$ cat src/rtl/isr_pkg.sv
// Shared types and constants for the interrupt sequencer.
package isr_pkg;

    typedef enum logic [2:0] {
        S_RESET = 3'd0,
        S_RUN   = 3'd1,
        S_JISR  = 3'd2,
        S_DRAIN = 3'd3,
        S_ERET  = 3'd4
    } isr_state_e;

    localparam int C_RESET = 0;
    localparam int C_ILL   = 1;
    localparam int C_MAL   = 2;
    localparam int C_PFF   = 3;
    localparam int C_PFLS  = 4;
    localparam int C_SYSC  = 5;
    localparam int C_OVF   = 6;
    localparam int C_EXT0  = 7;

    localparam logic [31:0] REPEAT_MASK_DEF   = 32'h0000_0018;
    localparam logic [31:0] MASKABLE_MASK_DEF = 32'hFFFF_FFC0;

endpackage

$ cat src/rtl/isr_ctrl_if.sv
// Commit-side inputs and SPR-side outputs of the interrupt sequencer.
interface isr_ctrl_if;

    logic [6:0]  ca_int;
    logic        instr_done;
    logic        eret;
    logic [31:0] sr;
    logic        jisr;
    logic [31:0] mca;
    logic [4:0]  il;
    logic        rpt;
    logic        eret_go;
    logic        stall;
    logic [24:0] pend;

    modport master (
        output ca_int, instr_done, eret, sr,
        input  jisr, mca, il, rpt, eret_go, stall, pend
    );

    modport slave (
        input  ca_int, instr_done, eret, sr,
        output jisr, mca, il, rpt, eret_go, stall, pend
    );

endinterface

$ cat src/rtl/isr_prio_enc.sv
// Lowest-set-bit encoder: bit 0 has the highest priority.
module isr_prio_enc (
    input  logic [31:0] vec,
    output logic [4:0]  idx,
    output logic        valid
);

    always_comb begin
        idx   = '0;
        valid = 1'b0;
        for (int i = 31; i >= 0; i--) begin
            if (vec[i]) begin
                idx   = 5'(i);
                valid = 1'b1;
            end
        end
    end

endmodule

$ cat src/rtl/isr_ctrl.sv
// Interrupt sequencer: cause masking, take/eret sequencing, ext capture.
// Optional ISR_EXT_SYNC_EN adds a 2-flop synchronizer on ext_irq.
module isr_ctrl
    import isr_pkg::*;
#(
    parameter int unsigned FLUSH_CYC     = 2,
    parameter logic [31:0] REPEAT_MASK   = REPEAT_MASK_DEF,
    parameter logic [31:0] MASKABLE_MASK = MASKABLE_MASK_DEF
) (
    input  logic        clk,
    input  logic        rst_n,
    input  logic [24:0] ext_irq,
    isr_ctrl_if.slave   bus
);

    isr_state_e  state, state_n;
    logic [3:0]  cnt, cnt_n;
    logic [31:0] mca_q, mca_n;
    logic [4:0]  il_q, il_n;
    logic        rpt_q, rpt_n;
    logic        jisr_q, eret_go_q, stall_q;
    logic [24:0] pend_q, pend_n;
    logic [24:0] prev_q, ext_s, rise;
    logic [31:0] cand;
    logic [4:0]  enc_idx;
    logic        enc_valid;

`ifdef ISR_EXT_SYNC_EN
    logic [24:0] sync1_q, sync2_q;

    always_ff @(posedge clk or negedge rst_n) begin
        if (!rst_n) begin
            sync1_q <= '0;
            sync2_q <= '0;
        end else begin
            sync1_q <= ext_irq;
            sync2_q <= sync1_q;
        end
    end

    assign ext_s = sync2_q;
`else
    assign ext_s = ext_irq;
`endif

    assign cand = {pend_q, bus.ca_int} & (~MASKABLE_MASK | bus.sr);

    isr_prio_enc u_enc (
        .vec   (cand),
        .idx   (enc_idx),
        .valid (enc_valid)
    );

    // A fresh edge overrides the delivery clear on the same bit.
    assign rise = (state != S_RESET) ? (ext_s & ~prev_q) : '0;

    always_comb begin
        pend_n = pend_q;
        if (state == S_JISR)
            pend_n = pend_n & ~mca_q[31:C_EXT0];
        pend_n = pend_n | rise;
    end

    always_comb begin
        state_n = state;
        cnt_n   = cnt;
        mca_n   = mca_q;
        il_n    = il_q;
        rpt_n   = rpt_q;
        unique case (state)
            S_RESET: begin
                state_n = S_JISR;
                mca_n   = 32'h1;
                il_n    = 5'(C_RESET);
                rpt_n   = 1'b0;
            end
            S_RUN: begin
                if (bus.instr_done && enc_valid) begin
                    state_n = S_JISR;
                    mca_n   = cand;
                    il_n    = enc_idx;
                    rpt_n   = REPEAT_MASK[enc_idx];
                end else if (bus.instr_done && bus.eret) begin
                    state_n = S_ERET;
                end
            end
            S_JISR: begin
                state_n = S_DRAIN;
                cnt_n   = 4'(FLUSH_CYC);
            end
            S_DRAIN: begin
                if (cnt <= 4'd1) begin
                    state_n = S_RUN;
                    cnt_n   = '0;
                end else begin
                    cnt_n = cnt - 4'd1;
                end
            end
            S_ERET:  state_n = S_RUN;
            default: state_n = S_RESET;
        endcase
    end

    always_ff @(posedge clk or negedge rst_n) begin
        if (!rst_n) state <= S_RESET;
        else        state <= state_n;
    end

    always_ff @(posedge clk or negedge rst_n) begin
        if (!rst_n) begin
            cnt       <= '0;
            mca_q     <= '0;
            il_q      <= '0;
            rpt_q     <= 1'b0;
            jisr_q    <= 1'b0;
            eret_go_q <= 1'b0;
            stall_q   <= 1'b1;
            pend_q    <= '0;
            prev_q    <= '0;
        end else begin
            cnt       <= cnt_n;
            mca_q     <= mca_n;
            il_q      <= il_n;
            rpt_q     <= rpt_n;
            jisr_q    <= (state_n == S_JISR);
            eret_go_q <= (state_n == S_ERET);
            stall_q   <= (state_n != S_RUN);
            pend_q    <= pend_n;
            prev_q    <= ext_s;
        end
    end

    assign bus.jisr    = jisr_q;
    assign bus.mca     = mca_q;
    assign bus.il      = il_q;
    assign bus.rpt     = rpt_q;
    assign bus.eret_go = eret_go_q;
    assign bus.stall   = stall_q;
    assign bus.pend    = pend_q;

    // A commit while stalled is dropped by the FSM; flag it.
    a_no_commit_in_stall: assert property (
        @(posedge clk) disable iff (!rst_n) !(stall_q && bus.instr_done)
    );

endmodule

$ cat src/flat_wrapper.sv
// flat-port wrapper written by rule: the top's interface ports become plain ports
module isr_ctrl_flat import isr_pkg::*;
#(
    parameter int unsigned FLUSH_CYC     = 2,
    parameter logic [31:0] REPEAT_MASK   = REPEAT_MASK_DEF,
    parameter logic [31:0] MASKABLE_MASK = MASKABLE_MASK_DEF
)
  (clk, rst_n, ext_irq, bus_ca_int, bus_instr_done, bus_eret, bus_sr, bus_jisr, bus_mca, bus_il, bus_rpt, bus_eret_go, bus_stall, bus_pend);
  isr_ctrl_if bus_i ();
  input  logic clk;
  input  logic rst_n;
  input  logic [24:0] ext_irq;
  input wire logic [$bits(bus_i.ca_int)-1:0] bus_ca_int;
  input wire logic [$bits(bus_i.instr_done)-1:0] bus_instr_done;
  input wire logic [$bits(bus_i.eret)-1:0] bus_eret;
  input wire logic [$bits(bus_i.sr)-1:0] bus_sr;
  output wire logic [$bits(bus_i.jisr)-1:0] bus_jisr;
  output wire logic [$bits(bus_i.mca)-1:0] bus_mca;
  output wire logic [$bits(bus_i.il)-1:0] bus_il;
  output wire logic [$bits(bus_i.rpt)-1:0] bus_rpt;
  output wire logic [$bits(bus_i.eret_go)-1:0] bus_eret_go;
  output wire logic [$bits(bus_i.stall)-1:0] bus_stall;
  output wire logic [$bits(bus_i.pend)-1:0] bus_pend;
  assign bus_i.ca_int = bus_ca_int;
  assign bus_i.instr_done = bus_instr_done;
  assign bus_i.eret = bus_eret;
  assign bus_i.sr = bus_sr;
  assign bus_jisr = bus_i.jisr;
  assign bus_mca = bus_i.mca;
  assign bus_il = bus_i.il;
  assign bus_rpt = bus_i.rpt;
  assign bus_eret_go = bus_i.eret_go;
  assign bus_stall = bus_i.stall;
  assign bus_pend = bus_i.pend;
  isr_ctrl #(.FLUSH_CYC(FLUSH_CYC), .REPEAT_MASK(REPEAT_MASK), .MASKABLE_MASK(MASKABLE_MASK)) u_core (.clk(clk), .rst_n(rst_n), .ext_irq(ext_irq), .bus(bus_i));
endmodule
$ cat config.mk
export PLATFORM = sky130hd
export DESIGN_NAME = isr_ctrl_flat
export DESIGN_NICKNAME = d
export VERILOG_FILES = /design/src/rtl/isr_pkg.sv /design/src/rtl/isr_ctrl_if.sv /design/src/rtl/isr_prio_enc.sv /design/src/rtl/isr_ctrl.sv /design/src/flat_wrapper.sv
export SDC_FILE = /design/constraint.sdc
export NUM_CORES = 1
export LEC_CHECK = 0
export BUFFER_PORTS_ARGS = -buffer_cell sky130_fd_sc_hd__buf_2
export CORE_MARGIN = 4
export CORE_UTILIZATION = 25
export CTS_CLUSTER_DIAMETER = 150
export DETAILED_ROUTE_END_ITERATION = 6
export HOLD_SLACK_MARGIN = 0.05
export PLACE_DENSITY_LB_ADDON = 0.3
export SLEW_MARGIN = 20
export SYNTH_ARGS = -nofsm -noshare
export SYNTH_HDL_FRONTEND = slang
export SYNTH_SLANG_ARGS = --single-unit
$ cat constraint.sdc
create_clock -name clk -period 1.76 [get_ports clk]
set_input_delay 0.176 -clock clk [delete_from_list [all_inputs] [get_ports clk]]
set_output_delay 0.176 -clock clk [all_outputs]
set_load 0.05 [all_outputs]
# Word level (Yosys, flattened, before mapping)
# Memories as Yosys holds them, arrays and structs flattened.
# Cells that the tools add are included.
# totals
ff_bits,98
rom_bits,32
output_inout_bits,66
mem_count,1
# classes
n_addsub,1
magnitude_cmp,2
n_eq_ne,8
mux,79
bitwise_logic,6
n_reduce_logical,7
# mem_list
name,words,word_bits,rd,rd_clocked_by_memory_dff,wr,line_no,text
(no name shown),32,1,1,0,0,isr_ctrl.sv:82,rpt_n = REPEAT_MASK[enc_idx];
# op_table
operator,count
5-bit two-way mux,33
32-bit one-hot mux with 2 select lines,1
25-bit bitwise AND,2
25-bit two-way mux,2
25-bit inverter,2
1-bit two-way mux,34
32-bit bitwise AND,1
32-bit two-way mux,1
25-bit OR,1
3-bit one-hot mux with 5 select lines,1
5-bit one-hot mux with 2 select lines,1
3-bit by 2-bit == test with 1-bit output (second input constant),3
3-bit two-way mux,3
4-bit one-hot mux with 2 select lines,1
3-bit == test (second input constant),2
5-bit by 6-bit < comparator with 1-bit output (second input constant),1
4-bit by 1-bit less-or-equal comparator with 1-bit output (second input constant),1
4-bit two-way mux,1
2-bit nonzero test,2
4-bit by 1-bit subtractor with 4-bit output (second input constant),1
3-bit by 1-bit == test with 1-bit output (second input constant),1
3-bit zero test,1
3-bit by 1-bit inequality test with 1-bit output (second input constant),1
3-bit nonzero test,1
other kinds (4),5

# Logic depth before layout (Yosys ltp)
# logic_depth
word_depth,37
ltp_mapped,9

# Hierarchy
# A second synthesis with hierarchy kept.
# hier_totals
hier_cells,366
hier_area_um2,4191.5
# by_module_without_submodules
module,instances,cells_per_inst,area_per_inst_um2,seq_area_each_um2
isr_ctrl,1,301,3821.2,2453.6
isr_prio_enc,1,65,370.4,0.0

# Least setup slack after synthesis
# OpenSTA, ideal clock, no wires.
# synth_timing
kind,reg2reg
from,"register u_core.pend_q[1], in the netlist u_core.bus.pend[1]"
to,"register u_core.rpt_q, in the netlist u_core.bus.rpt"
setup_ps,124
arrival_ps,2039
slack_ps,-403
path_stages_with_launch,8
path_buffers,0
path_cell_list,dfrtp_1 > nand2_1 > a32o_1 > a211o_1 > a211oi_1 > a21oi_1 > nor4b_1 > a211o_1
# synth_between
elab_chain_len,14
elab_cells_between_ends,26
classes_between,1 x eq/ne; 21 x mux; 1 x bitwise; 2 x reduce/logical; 1 x memory
# synth_rtl
item,line_no,text
"start, declared",isr_ctrl.sv:22,"logic [24:0] pend_q, pend_n;"
"start signal, assigned",isr_ctrl.sv:128,pend_q <= pend_n;
32-bit bitwise AND *,isr_ctrl.sv:46,"assign cand = {pend_q, bus.ca_int} & (~MASKABLE_MASK | bus.sr);"
5-bit two-way mux (9 in a row),isr_prio_enc.sv:12,if (vec[i]) begin
memory 32 x 1 bit,--,
1-bit two-way mux (not written as such),isr_ctrl.sv:82,
1-bit two-way mux,isr_ctrl.sv:78,if (bus.instr_done && enc_valid) begin
1-bit one-hot mux with 2 select lines,isr_ctrl.sv:70,unique case (state)
"end signal, assigned",isr_ctrl.sv:124,rpt_q <= rpt_n;
"end, declared",isr_ctrl.sv:20,"logic rpt_q, rpt_n;"
# Every way passes the cells marked *; elsewhere a longest branch is shown, timed or not. The select of a mux whose other input is x is not followed.
# A chain may end at the register's enable or synchronous reset.

# Worst setup path after layout
# layout_timing
from,"register u_core.pend_q[5], in the netlist u_core.bus.pend[5]"
to,"register u_core.mca_q[13], in the netlist u_core.bus.mca[13]"
# layout_between
elab_chain_len,17
# layout_rtl
item,line_no,text
32-bit bitwise AND,isr_ctrl.sv:46,
1-bit two-way mux (13 in a row),isr_prio_enc.sv:12,
1-bit logical AND,isr_ctrl.sv:78,
2-bit by 1-bit inequality test with 1-bit output (no source line),--,
2-bit AND reduction (no source line),--,
"end signal, assigned",isr_ctrl.sv:122,mca_q <= mca_n;
"end, declared",isr_ctrl.sv:18,"logic [31:0] mca_q, mca_n;"
# Every way passes these cells.

==> flow_summary_export.csv <==
group,metric,value,unit
status,outcome,"finished, violations left",
status,violations,"setup timing",
worst_setup_path,worstReg2RegEnd,"u_core.bus.mca[13]$_DFFE_PN0P_",
floorplanning,fp.dieH,136,µm
finish,fin_util,0.409,
detailed_routing,ant_nets,0,
grt,antenna_found_initial,2,
timing,fin_crit,2.00,ns
timing,drv_slew,0,
cts,cts_htree_levels,3,
floorplanning,start_util,0.256,
worst_setup_path,ff2ff_setup_slack,-0.24,ns
worst_setup_path,critPathLaunch,"u_core.bus.pend[5]$_DFF_PN0_",
grt,grt_pass1_vias,4078,
finish,seqCellArea,0.00246,mm²
synth,ys.flop_type,"dfrtp_1",
cts,clk_latency,0.36,ns
worst_setup_path,path_common_cell,"nand3_2",
place,dp_slack,-0.303,ns
place,dpl.hpwl,9960,µm
synth,synth_seq_cells,98,
grt,grt_pass1_wl,21300,µm
worst_setup_path,crit_type,"reg2reg",
timing,setup_ws,-0.244,ns
worst_setup_path,crit_cells,9,
synth,synth_area_per_cell,10.7,µm²
synth,synth_edf_count,0,
grt,grt_max_degree,40,
worst_setup_path,start_kind,"register",
power,p_leak,3.11,nW
synth,synth_top_area_cell,"dfrtp_1",
worst_setup_path,crit_path_max_incr_delay,0.42,ns
cts,clk_pin_slew_worst_paths,0.07,ns
worst_setup_path,crit_path_end_kind,"register",
synth,netlist_area,0.00409,mm²
power,ir_drop,0.964,mV
detailed_routing,totalWireLength,13800,µm
detailed_routing,avgViaCountPerCell,4.56,
timing,worst_pin_slew,0.449,ns
cts,cts_root_buffer,"clkbuf_16",
timing,timing.fmax,0.499,GHz
synth,ys_seq_area_frac,0.600,
timing,rsz0062_at_grt,"true",
synth,postSynth.asyncResetShare,1.00,
worst_hold_path,whs_path_depth,2,
finish,syn_to_final_growth,59.5,%
grt,grtUsageTotal,0.149,
cts,tritoncts,"built",
floorplanning,ios,134,
worst_setup_path,path_cells,"a22oi_2 -> nand3_2 -> nor4_4 -> nand3_2 -> a31oi_4 -> buf_6 -> clkbuf_16 -> nand2_2 -> o21ai_1",
synth,synth_area_leaders,"dfrtp_1 59%, a32o_1 9.3%, nand2_1 7.3%",
worst_setup_path,critPathSlowestCell,"dfrtp_2",
worst_setup_path,cp.buffers_inverters,2,
cts,cts_made_buffers,9,
timing,slew_headroom,0.698,
detailed_routing,vias,3892,
timing,hold_viol,0,
grt,overflow,0,
finish,multiInputGateArea,0.00163,mm²
run,max_cap_viol_count,0,
timing,setup_violations,44,
synth,syn_nets,452,
timing,skew,0.0125,ns
finish,layout_commonest_cell,"buf_2",
synth,synthCells,382,
place,placed_cell_area,0.00561,mm²
finish,final_area,0.00652,mm²
worst_setup_path,crit_fanout,5,
place,portBuffers,127,
worst_setup_path,r2r_cells,9,
synth,yosys_warnings,0,
floorplanning,die_w,136,µm
detailed_routing,first_iter_violations,230,
detailed_routing,wire_per_inst,16.2,µm
worst_setup_path,critPathTopFamily,"simple AND/OR/NAND/NOR gates",
finish,final_cell_mix,"126 x buf_2, 89 x dfrtp_1, 83 x buf_4",
finish,layout-drive-gt1-share,0.473,
timing,fin_crit_sh,1.14,
floorplanning,rows,46,
cts,clock-sinks,98,
worst_setup_path,r2r_start,"u_core.bus.pend[5]$_DFF_PN0_",
worst_setup_path,cp-endpoint,"u_core.bus.mca[13]$_DFFE_PN0P_",
place,place_congestion,0.788,
detailed_routing,dr.pass1.iters,4,
place,dp_cells,795,
detailed_routing,drc_errors,0,
synth,synth_cell_types,41,
finish,nets,701,
worst_setup_path,crit_required,2.04,ns
cts,cts_buffer_depth,2,
power,powerDensity,1760,mW/mm²
floorplanning,dieArea,0.0185,mm²
floorplanning,coreArea,0.0159,mm²
finish,nFillCells,1584,
worst_hold_path,hold_class,"in2reg",
worst_setup_path,arrival,2.28,ns
synth,synthDominantCellAreaShare,0.594,
finish,stdcell_count,853,
synth_stat cells (3+ instances only):
library cell,instances
o21ai_0,24
nand2_1,79
inv_1,29
o21ai_1,8
nor3_1,3
a22o_1,7
a32o_1,38
nor2_1,16
dfrtp_1,97
o31ai_1,3
a21oi_1,10
nand3_1,11
clkbuf_1,8
nand3_2,3
a22oi_1,6
and3_1,4
metrics by stage:
stage | power, W | hold slack [ns] | TNS, ns
final | 0.0114 | 0.104 | -8.60
after global routing | 0.0121 | 0.0920 | -13.92
after CTS | 0.0111 | 0.0905 | -6.41
after detailed placement | 0.00890 | 0.114 | -8.90
after global placement | 0.00882 | 0.114 | -6.43
after floorplan | 0.00682 | -0.120 | -6.99
layer usage:
metal / up-vias / routed length, µm / part of all wire / GRT usage
met4: 2 / 191 / 0.014 / 0.0392
li1: 1871 / - / - / -
met1: 1893 / 6080 / 0.44 / 0.194
met2: 107 / 6730 / 0.49 / 0.244
met5: - / 13 / 0.00094 / 0
met3: 19 / 813 / 0.059 / 0.0444
logic make-up after synthesis:
family          after synthesis  synth area share
simple gates                129             0.142
compound gates              109             0.206
buf+inv                      44            0.0447
fa+ha+maj                     2           0.00612
flops                        98             0.600
registers in the layout (all words and copies together), names as in the netlist:
register            flops
u_core.bus.eret_go      1
u_core.bus.il           5
u_core.bus.mca         32
u_core.bus.stall        1
u_core.prev_q          25
u_core.bus.rpt          1
u_core.state            3
u_core.bus.pend        25
u_core.cnt              4
u_core.bus.jisr         1
power breakdown:
part | total [W] | internal, W | switching (W)
Combinational | 0.00601 | 0.00212 | 0.00390
Clock | 0.00199 | 0.00114 | 0.000847
Sequential | 0.00345 | 0.00293 | 0.000521
Total | 0.0114 | 0.00619 | 0.00526
layout make-up:
class                           count  share of cell area
Antenna cell                        1            0.000384
Clock buffer                       13              0.0384
Clock inverter                      3             0.00614
Inverter                           31              0.0182
Multi-Input combinational cell    241               0.250
Sequential cell                    98               0.378
Tap cell                          216              0.0415
Timing Repair Buffer              250               0.267
worst min path at each step:
stage                        start  slack (ns)                            to
after global routing      bus_eret        0.09     u_core.state[2]$_DFF_PN0_
after global placement       rst_n        0.11   u_core.prev_q[16]$_DFF_PN0_
after detailed placement     rst_n        0.11   u_core.prev_q[16]$_DFF_PN0_
final                     bus_eret        0.10     u_core.state[2]$_DFF_PN0_
after CTS                 bus_eret        0.09     u_core.state[2]$_DFF_PN0_
after floorplan              rst_n       -0.12  u_core.bus.eret_go$_DFF_PN0_
worst register-to-register path, stage by stage (launching register included):
cell and delay (ns):
dfrtp_2 0.42, a22oi_2 0.21, nand3_2 0.16, nor4_4 0.32, nand3_2 0.16, a31oi_4 0.20, buf_6 0.18, clkbuf_16 0.17
nand2_2 0.04, o21ai_1 0.06
repair_timing:
action,in CTS,in global routing
gates resized for setup,35,41
hold buffers,26,0
gates cloned,2,3
endpoints found under the setup margin,43,44
endpoints found under the hold margin,49,0
setup buffers,5,7
pin swaps,10,22
Power figures use the tool's default switching activity.
